### config.mk
export PLATFORM = sky130hd
export DESIGN_NAME = axi_lite_arbiter_n_flat
export DESIGN_NICKNAME = d
export VERILOG_FILES = /design/src/rtl/axi_lite_arbiter_n_if.sv /design/src/rtl/axi_lite_arbiter_n.sv /design/src/flat_wrapper.sv
export SDC_FILE = /design/constraint.sdc
export NUM_CORES = 1
export LEC_CHECK = 0
export ABC_CLOCK_PERIOD_IN_PS = 1200
export CELL_PAD_IN_SITES_DETAIL_PLACEMENT = 0
export CELL_PAD_IN_SITES_GLOBAL_PLACEMENT = 1
export CORE_AREA = 5 5 169 171
export CTS_CLUSTER_SIZE = 10
export DETAILED_ROUTE_END_ITERATION = 12
export DIE_AREA = 0 0 174 176
export PLACE_DENSITY = 0.65
export SYNTH_ARGS = -nofsm -noshare
export SYNTH_HDL_FRONTEND = slang
export SYNTH_SLANG_ARGS = --single-unit
### constraint.sdc
create_clock -name clk -period 1.2 [get_ports clk]
set_input_delay 0.12 -clock clk [delete_from_list [all_inputs] [get_ports clk]]
set_output_delay 0.12 -clock clk [all_outputs]
set_load 0.005 [all_outputs]
### src/rtl/axi_lite_arbiter_n_if.sv
// ---------------------------------------------------------------------------
// axi_lite_if
// AXI4-Lite bundle between the arbiter and the shared slave port.
//   master modport : drives AR/AW/W channels and R/B ready
//   slave  modport : drives the ready of AR/AW/W and the R/B channels
// Parameters: ADDR_W (address width), DATA_W (data width, strobe = DATA_W/8).
// ---------------------------------------------------------------------------
interface axi_lite_if #(
  parameter int ADDR_W = 32,
  parameter int DATA_W = 32
);
  localparam int STRB_W = DATA_W / 8;

  logic [ADDR_W-1:0] araddr;
  logic              arvalid;
  logic              arready;
  logic [DATA_W-1:0] rdata;
  logic [1:0]        rresp;
  logic              rvalid;
  logic              rready;
  logic [ADDR_W-1:0] awaddr;
  logic              awvalid;
  logic              awready;
  logic [DATA_W-1:0] wdata;
  logic [STRB_W-1:0] wmask;
  logic              wvalid;
  logic              wready;
  logic [1:0]        bresp;
  logic              bvalid;
  logic              bready;

  modport master (
    output araddr, arvalid, rready, awaddr, awvalid, wdata, wmask, wvalid, bready,
    input  arready, rdata, rresp, rvalid, awready, wready, bresp, bvalid
  );

  modport slave (
    input  araddr, arvalid, rready, awaddr, awvalid, wdata, wmask, wvalid, bready,
    output arready, rdata, rresp, rvalid, awready, wready, bresp, bvalid
  );
endinterface

### src/rtl/axi_lite_arbiter_n.sv
// ---------------------------------------------------------------------------
// axi_lite_arbiter_n
// N-master to 1-slave AXI4-Lite arbiter with independent read and write paths.
// Each path registers a grant (round-robin or fixed priority), locks onto the
// granted master for one full transaction, then returns to IDLE.
//
// Ports
//   clk, reset           : clock, asynchronous active-high reset
//   m_ar* / m_r*         : per-master read address / read data channels
//   m_aw* / m_w* / m_b*  : per-master write address / data / response channels
//   s                    : downstream AXI4-Lite slave port (master modport)
//   rd_gnt, wr_gnt       : currently granted master per path (debug)
//   rd_busy, wr_busy     : path not in IDLE
//   rd_state, wr_state   : raw FSM state per path (debug)
//
// Handshake semantics: a transfer happens on a rising clk edge where both
// valid and ready are high. valid never waits on ready; once raised, valid and
// its payload are held until the transfer. Ready may depend combinationally on
// valid. The arbiter adds no storage: ready/valid are steered through to and
// from the granted master only.
// ---------------------------------------------------------------------------
module axi_lite_arbiter_n #(
  parameter int N_MASTERS = 2,
  parameter int ADDR_W    = 32,
  parameter int DATA_W    = 32,
  parameter int RR_EN     = 1,
  localparam int GW       = (N_MASTERS > 1) ? $clog2(N_MASTERS) : 1,
  localparam int STRB_W   = DATA_W / 8
) (
  input  logic                          clk,
  input  logic                          reset,
  // read address / data
  input  logic [N_MASTERS*ADDR_W-1:0]   m_araddr,
  input  logic [N_MASTERS-1:0]          m_arvalid,
  output logic [N_MASTERS-1:0]          m_arready,
  output logic [N_MASTERS*DATA_W-1:0]   m_rdata,
  output logic [N_MASTERS*2-1:0]        m_rresp,
  output logic [N_MASTERS-1:0]          m_rvalid,
  input  logic [N_MASTERS-1:0]          m_rready,
  // write address / data / response
  input  logic [N_MASTERS*ADDR_W-1:0]   m_awaddr,
  input  logic [N_MASTERS-1:0]          m_awvalid,
  output logic [N_MASTERS-1:0]          m_awready,
  input  logic [N_MASTERS*DATA_W-1:0]   m_wdata,
  input  logic [N_MASTERS*STRB_W-1:0]   m_wmask,
  input  logic [N_MASTERS-1:0]          m_wvalid,
  output logic [N_MASTERS-1:0]          m_wready,
  output logic [N_MASTERS*2-1:0]        m_bresp,
  output logic [N_MASTERS-1:0]          m_bvalid,
  input  logic [N_MASTERS-1:0]          m_bready,
  // downstream slave
  axi_lite_if.master                    s,
  // debug / status
  output logic [GW-1:0]                 rd_gnt,
  output logic [GW-1:0]                 wr_gnt,
  output logic                          rd_busy,
  output logic                          wr_busy,
  output logic [1:0]                    rd_state,
  output logic [1:0]                    wr_state
);

  typedef enum logic [1:0] {R_IDLE = 2'd0, R_ADDR = 2'd1, R_DATA = 2'd2} rd_state_e;
  typedef enum logic [1:0] {W_IDLE = 2'd0, W_ADDR = 2'd1, W_RESP = 2'd2} wr_state_e;

  // Pointer reset value makes master 0 the first round-robin winner.
  localparam logic [GW-1:0] LAST_RST = GW'(N_MASTERS - 1);

  // Winner selection. Round-robin scans cyclically starting one past the
  // previous winner; fixed priority scans from index 0.
  function automatic logic [GW-1:0] pick(input logic [N_MASTERS-1:0] req,
                                         input logic [GW-1:0]        last);
    logic [GW-1:0] win;
    logic          found;
    int            idx;
    win   = '0;
    found = 1'b0;
    for (int k = 0; k < N_MASTERS; k++) begin
      if (RR_EN != 0) idx = (int'(last) + 1 + k) % N_MASTERS;
      else            idx = k;
      if (!found && req[idx]) begin
        win   = idx[GW-1:0];
        found = 1'b1;
      end
    end
    return win;
  endfunction

  // -------------------------------------------------------------------------
  // Read path
  // -------------------------------------------------------------------------
  rd_state_e     rd_state_q, rd_state_d;
  logic [GW-1:0] rd_gnt_q, rd_gnt_d;
  logic [GW-1:0] rd_last_q, rd_last_d;
  logic          s_arvalid, s_rready;

  always_ff @(posedge clk or posedge reset) begin
    if (reset) begin
      rd_state_q <= R_IDLE;
      rd_gnt_q   <= '0;
      rd_last_q  <= LAST_RST;
    end else begin
      rd_state_q <= rd_state_d;
      rd_gnt_q   <= rd_gnt_d;
      rd_last_q  <= rd_last_d;
    end
  end

  always_comb begin
    rd_state_d = rd_state_q;
    rd_gnt_d   = rd_gnt_q;
    rd_last_d  = rd_last_q;
    case (rd_state_q)
      R_IDLE: begin
        if (|m_arvalid) begin
          rd_gnt_d   = pick(m_arvalid, rd_last_q);
          rd_last_d  = rd_gnt_d;
          rd_state_d = R_ADDR;
        end
      end
      R_ADDR:  if (s_arvalid && s.arready) rd_state_d = R_DATA;
      R_DATA:  if (s.rvalid && s_rready)   rd_state_d = R_IDLE;
      default: rd_state_d = R_IDLE;
    endcase
  end

  always_comb begin
    m_arready = '0;
    m_rvalid  = '0;
    s_arvalid = 1'b0;
    s_rready  = 1'b0;
    case (rd_state_q)
      R_ADDR: begin
        s_arvalid           = m_arvalid[rd_gnt_q];
        m_arready[rd_gnt_q] = s.arready;
      end
      R_DATA: begin
        s_rready           = m_rready[rd_gnt_q];
        m_rvalid[rd_gnt_q] = s.rvalid;
      end
      default: ;
    endcase
  end

  assign s.arvalid = s_arvalid;
  assign s.rready  = s_rready;
  assign s.araddr  = m_araddr[rd_gnt_q*ADDR_W +: ADDR_W];
  assign m_rdata   = {N_MASTERS{s.rdata}};
  assign m_rresp   = {N_MASTERS{s.rresp}};

  // -------------------------------------------------------------------------
  // Write path
  // -------------------------------------------------------------------------
  wr_state_e     wr_state_q, wr_state_d;
  logic [GW-1:0] wr_gnt_q, wr_gnt_d;
  logic [GW-1:0] wr_last_q, wr_last_d;
  logic          aw_done_q, aw_done_d;
  logic          w_done_q, w_done_d;
  logic          s_awvalid, s_wvalid, s_bready;

  always_ff @(posedge clk or posedge reset) begin
    if (reset) begin
      wr_state_q <= W_IDLE;
      wr_gnt_q   <= '0;
      wr_last_q  <= LAST_RST;
      aw_done_q  <= 1'b0;
      w_done_q   <= 1'b0;
    end else begin
      wr_state_q <= wr_state_d;
      wr_gnt_q   <= wr_gnt_d;
      wr_last_q  <= wr_last_d;
      aw_done_q  <= aw_done_d;
      w_done_q   <= w_done_d;
    end
  end

  always_comb begin
    wr_state_d = wr_state_q;
    wr_gnt_d   = wr_gnt_q;
    wr_last_d  = wr_last_q;
    aw_done_d  = aw_done_q;
    w_done_d   = w_done_q;
    case (wr_state_q)
      W_IDLE: begin
        aw_done_d = 1'b0;
        w_done_d  = 1'b0;
        // A master may lead with either AW or W, so both count as a request.
        if (|(m_awvalid | m_wvalid)) begin
          wr_gnt_d   = pick(m_awvalid | m_wvalid, wr_last_q);
          wr_last_d  = wr_gnt_d;
          wr_state_d = W_ADDR;
        end
      end
      W_ADDR: begin
        aw_done_d = aw_done_q | (s_awvalid & s.awready);
        w_done_d  = w_done_q  | (s_wvalid  & s.wready);
        // Includes a handshake completing this very cycle.
        if (aw_done_d && w_done_d) wr_state_d = W_RESP;
      end
      W_RESP:  if (s.bvalid && s_bready) wr_state_d = W_IDLE;
      default: wr_state_d = W_IDLE;
    endcase
  end

  always_comb begin
    m_awready = '0;
    m_wready  = '0;
    m_bvalid  = '0;
    s_awvalid = 1'b0;
    s_wvalid  = 1'b0;
    s_bready  = 1'b0;
    case (wr_state_q)
      W_ADDR: begin
        // Each channel is forwarded only until its own handshake completes.
        if (!aw_done_q) begin
          s_awvalid           = m_awvalid[wr_gnt_q];
          m_awready[wr_gnt_q] = s.awready;
        end
        if (!w_done_q) begin
          s_wvalid           = m_wvalid[wr_gnt_q];
          m_wready[wr_gnt_q] = s.wready;
        end
      end
      W_RESP: begin
        s_bready           = m_bready[wr_gnt_q];
        m_bvalid[wr_gnt_q] = s.bvalid;
      end
      default: ;
    endcase
  end

  assign s.awvalid = s_awvalid;
  assign s.wvalid  = s_wvalid;
  assign s.bready  = s_bready;
  assign s.awaddr  = m_awaddr[wr_gnt_q*ADDR_W +: ADDR_W];
  assign s.wdata   = m_wdata[wr_gnt_q*DATA_W +: DATA_W];
  assign s.wmask   = m_wmask[wr_gnt_q*STRB_W +: STRB_W];
  assign m_bresp   = {N_MASTERS{s.bresp}};

  // -------------------------------------------------------------------------
  // Status
  // -------------------------------------------------------------------------
  assign rd_gnt   = rd_gnt_q;
  assign wr_gnt   = wr_gnt_q;
  assign rd_busy  = (rd_state_q != R_IDLE);
  assign wr_busy  = (wr_state_q != W_IDLE);
  assign rd_state = rd_state_q;
  assign wr_state = wr_state_q;

endmodule

### src/flat_wrapper.sv
// flat-port wrapper written by rule: the top's interface ports become plain ports
module axi_lite_arbiter_n_flat 
#(
  parameter int N_MASTERS = 2,
  parameter int ADDR_W    = 32,
  parameter int DATA_W    = 32,
  parameter int RR_EN     = 1,
  localparam int GW       = (N_MASTERS > 1) ? $clog2(N_MASTERS) : 1,
  localparam int STRB_W   = DATA_W / 8
)
  (clk, reset, m_araddr, m_arvalid, m_arready, m_rdata, m_rresp, m_rvalid, m_rready, m_awaddr, m_awvalid, m_awready, m_wdata, m_wmask, m_wvalid, m_wready, m_bresp, m_bvalid, m_bready, rd_gnt, wr_gnt, rd_busy, wr_busy, rd_state, wr_state, s_araddr, s_arvalid, s_rready, s_awaddr, s_awvalid, s_wdata, s_wmask, s_wvalid, s_bready, s_arready, s_rdata, s_rresp, s_rvalid, s_awready, s_wready, s_bresp, s_bvalid);
  axi_lite_if #(.ADDR_W(ADDR_W), .DATA_W(DATA_W)) s_i ();
  input  logic clk;
  input  logic reset;
  input  logic [N_MASTERS*ADDR_W-1:0] m_araddr;
  input  logic [N_MASTERS-1:0] m_arvalid;
  output logic [N_MASTERS-1:0] m_arready;
  output logic [N_MASTERS*DATA_W-1:0] m_rdata;
  output logic [N_MASTERS*2-1:0] m_rresp;
  output logic [N_MASTERS-1:0] m_rvalid;
  input  logic [N_MASTERS-1:0] m_rready;
  input  logic [N_MASTERS*ADDR_W-1:0] m_awaddr;
  input  logic [N_MASTERS-1:0] m_awvalid;
  output logic [N_MASTERS-1:0] m_awready;
  input  logic [N_MASTERS*DATA_W-1:0] m_wdata;
  input  logic [N_MASTERS*STRB_W-1:0] m_wmask;
  input  logic [N_MASTERS-1:0] m_wvalid;
  output logic [N_MASTERS-1:0] m_wready;
  output logic [N_MASTERS*2-1:0] m_bresp;
  output logic [N_MASTERS-1:0] m_bvalid;
  input  logic [N_MASTERS-1:0] m_bready;
  output logic [GW-1:0] rd_gnt;
  output logic [GW-1:0] wr_gnt;
  output logic rd_busy;
  output logic wr_busy;
  output logic [1:0] rd_state;
  output logic [1:0] wr_state;
  output wire logic [$bits(s_i.araddr)-1:0] s_araddr;
  output wire logic [$bits(s_i.arvalid)-1:0] s_arvalid;
  output wire logic [$bits(s_i.rready)-1:0] s_rready;
  output wire logic [$bits(s_i.awaddr)-1:0] s_awaddr;
  output wire logic [$bits(s_i.awvalid)-1:0] s_awvalid;
  output wire logic [$bits(s_i.wdata)-1:0] s_wdata;
  output wire logic [$bits(s_i.wmask)-1:0] s_wmask;
  output wire logic [$bits(s_i.wvalid)-1:0] s_wvalid;
  output wire logic [$bits(s_i.bready)-1:0] s_bready;
  input wire logic [$bits(s_i.arready)-1:0] s_arready;
  input wire logic [$bits(s_i.rdata)-1:0] s_rdata;
  input wire logic [$bits(s_i.rresp)-1:0] s_rresp;
  input wire logic [$bits(s_i.rvalid)-1:0] s_rvalid;
  input wire logic [$bits(s_i.awready)-1:0] s_awready;
  input wire logic [$bits(s_i.wready)-1:0] s_wready;
  input wire logic [$bits(s_i.bresp)-1:0] s_bresp;
  input wire logic [$bits(s_i.bvalid)-1:0] s_bvalid;
  assign s_araddr = s_i.araddr;
  assign s_arvalid = s_i.arvalid;
  assign s_rready = s_i.rready;
  assign s_awaddr = s_i.awaddr;
  assign s_awvalid = s_i.awvalid;
  assign s_wdata = s_i.wdata;
  assign s_wmask = s_i.wmask;
  assign s_wvalid = s_i.wvalid;
  assign s_bready = s_i.bready;
  assign s_i.arready = s_arready;
  assign s_i.rdata = s_rdata;
  assign s_i.rresp = s_rresp;
  assign s_i.rvalid = s_rvalid;
  assign s_i.awready = s_awready;
  assign s_i.wready = s_wready;
  assign s_i.bresp = s_bresp;
  assign s_i.bvalid = s_bvalid;
  axi_lite_arbiter_n #(.N_MASTERS(N_MASTERS), .ADDR_W(ADDR_W), .DATA_W(DATA_W), .RR_EN(RR_EN)) u_core (.clk(clk), .reset(reset), .m_araddr(m_araddr), .m_arvalid(m_arvalid), .m_arready(m_arready), .m_rdata(m_rdata), .m_rresp(m_rresp), .m_rvalid(m_rvalid), .m_rready(m_rready), .m_awaddr(m_awaddr), .m_awvalid(m_awvalid), .m_awready(m_awready), .m_wdata(m_wdata), .m_wmask(m_wmask), .m_wvalid(m_wvalid), .m_wready(m_wready), .m_bresp(m_bresp), .m_bvalid(m_bvalid), .m_bready(m_bready), .s(s_i), .rd_gnt(rd_gnt), .wr_gnt(wr_gnt), .rd_busy(rd_busy), .wr_busy(wr_busy), .rd_state(rd_state), .wr_state(wr_state));
endmodule
Word level (Yosys, flattened, before mapping) --
Index checks and enable logic that the tools add are counted. Widths: inputs -> output; s select.
Word-level totals: flip-flop bits (word level) 10, bits of input ports 253, output and inout port bits 195, logic and storage cells 137
Operators by class: add/sub/neg operators 4, order comparisons 8, equality and inequality tests 10, shifts and indexed selects 4, multiplexer cells 68, bitwise logic cells 14, reduce and logical (&&, ||, !) cells 21
Operators by type and width (number):
- $mux 32 | 8
- $shiftx 64x7->32 | 3
- $lt 32x3->1 const B | 4
- $add 32x2->32 const B | 2
- $mux 1 | 41
- $mux 2 | 13
- $ne 2x1->1 const B | 6
- $pmux 2 s3 | 2
- $and 2x2->2 | 5
- $logic_and 1x1->1 | 8
- $shiftx 8x4->4 | 1
- $reduce_and 3->1 | 2
- $reduce_bool 2->1 | 3
- $add 1x1->2 const B | 2
- $and 1x1->1 | 4
- $eq 2x1->1 const B | 2
- $eq 2x2->1 const B | 2
- $logic_not 2->1 | 2
- $lt 1x2->1 const B | 2
- $pmux 1 s2 | 2
- $reduce_and 2->1 | 2
- $reduce_or 2->1 | 2
- $and 1x1->1 const A | 2
- $demux 1 s1 | 2
- 4 further kinds | 7

Longest topological paths before layout --
depth after elaboration 13, mapped depth 5, mapped depth without buffers 4

Worst setup path after synthesis --
OpenSTA, ideal clock, no wires.
path type register -> output, start register u_core.wr_gnt_q (netlist: u_core.wr_gnt), end output s_awaddr[0], arrival time 1.106 ns, required time 1.080 ns, path slack -0.026 ns, stages on the path, launching flop included 5, buffers on the path 3, path through dfrtp_1 > buf_6 > buf_6 > buf_6 > mux2_2
On the way: cells in the longest elaborated chain, start to end 1
Ends and longest elaborated chain:
- start: declaration | line axi_lite_arbiter_n.sv:154 | logic [GW-1:0] wr_gnt_q, wr_gnt_d;
- start signal: assignment | line axi_lite_arbiter_n.sv:169 | wr_gnt_q <= wr_gnt_d;
- $shiftx 64x7->32 | line axi_lite_arbiter_n.sv:234 | assign s.awaddr = m_awaddr[wr_gnt_q*ADDR_W +: ADDR_W];
- end: declaration | line flat_wrapper.sv:41 | output wire logic [$bits(s_i.awaddr)-1:0] s_awaddr;
Every way passes these cells.

Final worst setup path --
start register u_core.wr_gnt_q (netlist: u_core.wr_gnt), end output s_wvalid
On the way: cells in the longest elaborated chain, start to end 4
Ends and longest elaborated chain:
- $mux 1 (implied by the code) (2 in a row) | line axi_lite_arbiter_n.sv:219 | s_wvalid = m_wvalid[wr_gnt_q];
- $mux 1 | line axi_lite_arbiter_n.sv:218 | if (!w_done_q) begin
- $mux 1 | line axi_lite_arbiter_n.sv:211 | case (wr_state_q)
- end: declaration | line flat_wrapper.sv:45 | output wire logic [$bits(s_i.wvalid)-1:0] s_wvalid;
Every way passes these cells. The select of a mux whose other input is x is not followed.

==> results <==
## cells by family after synthesis
family / Yosys count / synth area share
buffers and inverters: 89 / 0.275
multiplexers: 105 / 0.492
AO/OA/AOI/OAI: 16 / 0.0453
AND/OR/NAND/NOR: 39 / 0.0845
flip-flops: 10 / 0.104
## layer usage
layer	track usage	vias to the layer above	routed length (um)
met5	0	-	0
met4	0.00429	0	4
met3	0.0362	2	1380
met2	0.160	179	7810
met1	0.122	1476	6760
li1	-	1544	-
## power breakdown
group          switching (mW)  internal (mW)  total, mW
clock                   0.154          0.501      0.655
sequential              0.186          0.544      0.730
combinational            3.76           7.43       11.2
total                    4.10           8.47       12.6
## flip-flops by register name, summed over array words and instances, names as in the netlist
signal / cells
u_core.aw_done_q: 1
u_core.rd_gnt: 1
u_core.rd_last_q: 1
u_core.rd_state: 2
u_core.w_done_q: 1
u_core.wr_gnt: 1
u_core.wr_last_q: 1
u_core.wr_state: 2
## stage by stage
stage,TNS [ns],utilization,cell area (um2)
3_3_place_gp,-49.62,0.223,5950
3_5_place_dp,-49.78,0.223,5950
5_1_grt,-50.66,0.259,6930
6_report,-45.76,0.259,6930
2_1_floorplan,-0.507,-,2460
4_1_cts,-49.97,0.248,6620
## layout make-up
type / count / area [um2] / area share
multi-input cells: 160 / 1780 / 0.257
flip-flops and latches: 10 / 259 / 0.0374
repair buffers: 426 / 4360 / 0.629
inverters: 4 / 15.0 / 0.00217
well taps: 341 / 427 / 0.0615
clock buffers: 4 / 88.8 / 0.0128
## worst max path at each step
| stage | from | to | slack, ns | cells past startpoint |
|---|---|---|---|---|
| 2_1_floorplan | u_core.wr_gnt | s_awaddr[0] | -0.02 | 4 |
| 3_3_place_gp | u_core.wr_gnt | s_bready | -0.69 | 4 |
| 3_5_place_dp | u_core.wr_gnt | s_bready | -0.69 | 4 |
| 4_1_cts | u_core.wr_gnt | s_wvalid | -0.53 | 5 |
| 5_1_grt | u_core.wr_gnt | s_wvalid | -0.56 | 5 |
| 6_report | u_core.wr_gnt | s_wvalid | -0.53 | 5 |
## worst reg2reg max path: cells and delay by family (launching register included)
| family | cells | cell delay [ns] |
|---|---|---|
| multiplexers | 1 | 0.20 |
| flip-flops | 1 | 0.53 |
| AND/OR/NAND/NOR | 1 | 0.05 |
| AO/OA/AOI/OAI | 1 | 0.31 |
| buffers and inverters | 4 | 0.49 |
## timing repair
action	in CTS	in global routing
endpoints found under the hold margin	0	0
buffers inserted	30	14
gates cloned	14	0
pin swaps	14	13
gates resized for setup	576	87
setup endpoints to repair	131	128
## cell usage in the layout (no fill, tap or decap), drive strengths merged, types with 3 or more instances in the layout
cell type	count
a31oi	3
nor3b	5
buf	198
a21oi	3
dfrtp	8
nand2	8
clkbuf	13
and3	3
mux2i	3
mux2	102
nor2	13
nor2b	4
inv	4
clkdlybuf4s50	216
==> impl_metrics.toml <==
[status]
status = "complete, but fails checks"
violations = "setup timing"

[critical_path]
critical-path-top-delay-family = "flip-flops"
crit_type = "flop to output pin"
r2r-end = "u_core.wr_state[0]"
cp_num_buf_inv = 3
worst-r2r-cell-count = 7
worstPathRequired_ns = 1.08
max_stage_delay_ns = 0.53
worst-r2r-setup-slack_ns = -0.49
cp_max_fo = 5
cp_data_arrival_time_ns = 1.61
path_common_cell = "buf_6"
cp_cell_sequence = "buf_12 -> buf_6 -> mux2_4 -> and2_4 -> buf_6"
end_kind = "output pin"
cp_slowest_cell = "dfrtp_4"
r2r_start = "u_core.wr_gnt"
start_kind = "flop"

[floorplan]
io-pin-count = 448
die_width_um = 174
dieArea_um2 = 30600
start_util = 0.0909
rows = 60
fp.dieH_um = 176
core_area_um2 = 26700

[final_layout]
insertedDiodeCount = 0
drive_gt1_frac = 0.579
num-fill-cells = 2873
finalNetCount = 858
final_cells = 945
area_delta_synth_final_pct = 186

[place]
place_ws_ns = -0.689
port_buffers = 339
hpwl_um = 12100
gp_congestion = 0.760
dpl.cell_count = 893

[clock_network]
clk_pin_slew_ns = 0.04
htreeDepth = 1
cts_root_buffer = "clkbuf_16"
cts_buffer_depth = 2
clock_latency_ns = 0.24
postCtsHoldBufs = 0
clkSinkCount = 10
tritoncts.num_buffers = 3
cts_tree = "yes"

[global_routing]
grt.overflow.total = 0
grt_pass1_wl_um = 22600
grt_pass1_vias = 3501
grt_max_degree = 11
grt_use_total = 0.0947
antenna_found_initial = 0

[drt]
wl_per_cell_um = 16.9
num_vias = 3201
finalWirelength_um = 15900
drt_iter0_markers = 31
antenna_left = 0
drc = 0
drt_pass1_iterations = 3
avgViaCountPerCell = 3.39

[logic_synthesis]
synthCells = 259
synth_top_area_frac = 0.450
yosysUniqueCellTypes = 27
yosys_most_used_dff = "dfrtp_1"
synth.most_common_cell = "mux2_2"
ys_seq_area_frac = 0.104
synth_edf_count = 0
ys_ff_latch = 10
ys_warn_count = 0
syn-num-nets = 512
ys_top_cells_by_area = "mux2_2 45%, buf_4 23%, dfrtp_1 8.2%"
yosys.area.top_type = "mux2_2"
synthArstFlopShare = 1.00
syn_avg_cell_area_um2 = 9.38
netlist_area_um2 = 2430
synth_common_cells = "97 x mux2_2, 73 x buf_4, 13 x nor2_1"

[sta]
hold_viol = 0
setup_ws_ns = -0.528
fin_skew_ns = 0.000435
min_period_over_period = 1.44
worstMarginPinSlew_ns = 0.452
max_freq_mhz = 579
rsz0062_at_grt = "true"
timing.hold.ws_ns = 0.190
maxSlewHeadroom = 0.698
setup_viol = 128
drv_slew = 0
period_needed_ns = 1.73

[pwr]
ir_drop_uv = 773
p_leak_nw = 2.95
powerDensity_nw_per_um2 = 1810
p_total_mw = 12.6

[flow_run]
max-cap-violations = 0

[min_path]
hold_class = "input port to async pin"
No activity file was read; power rests on OpenSTA's default activity.
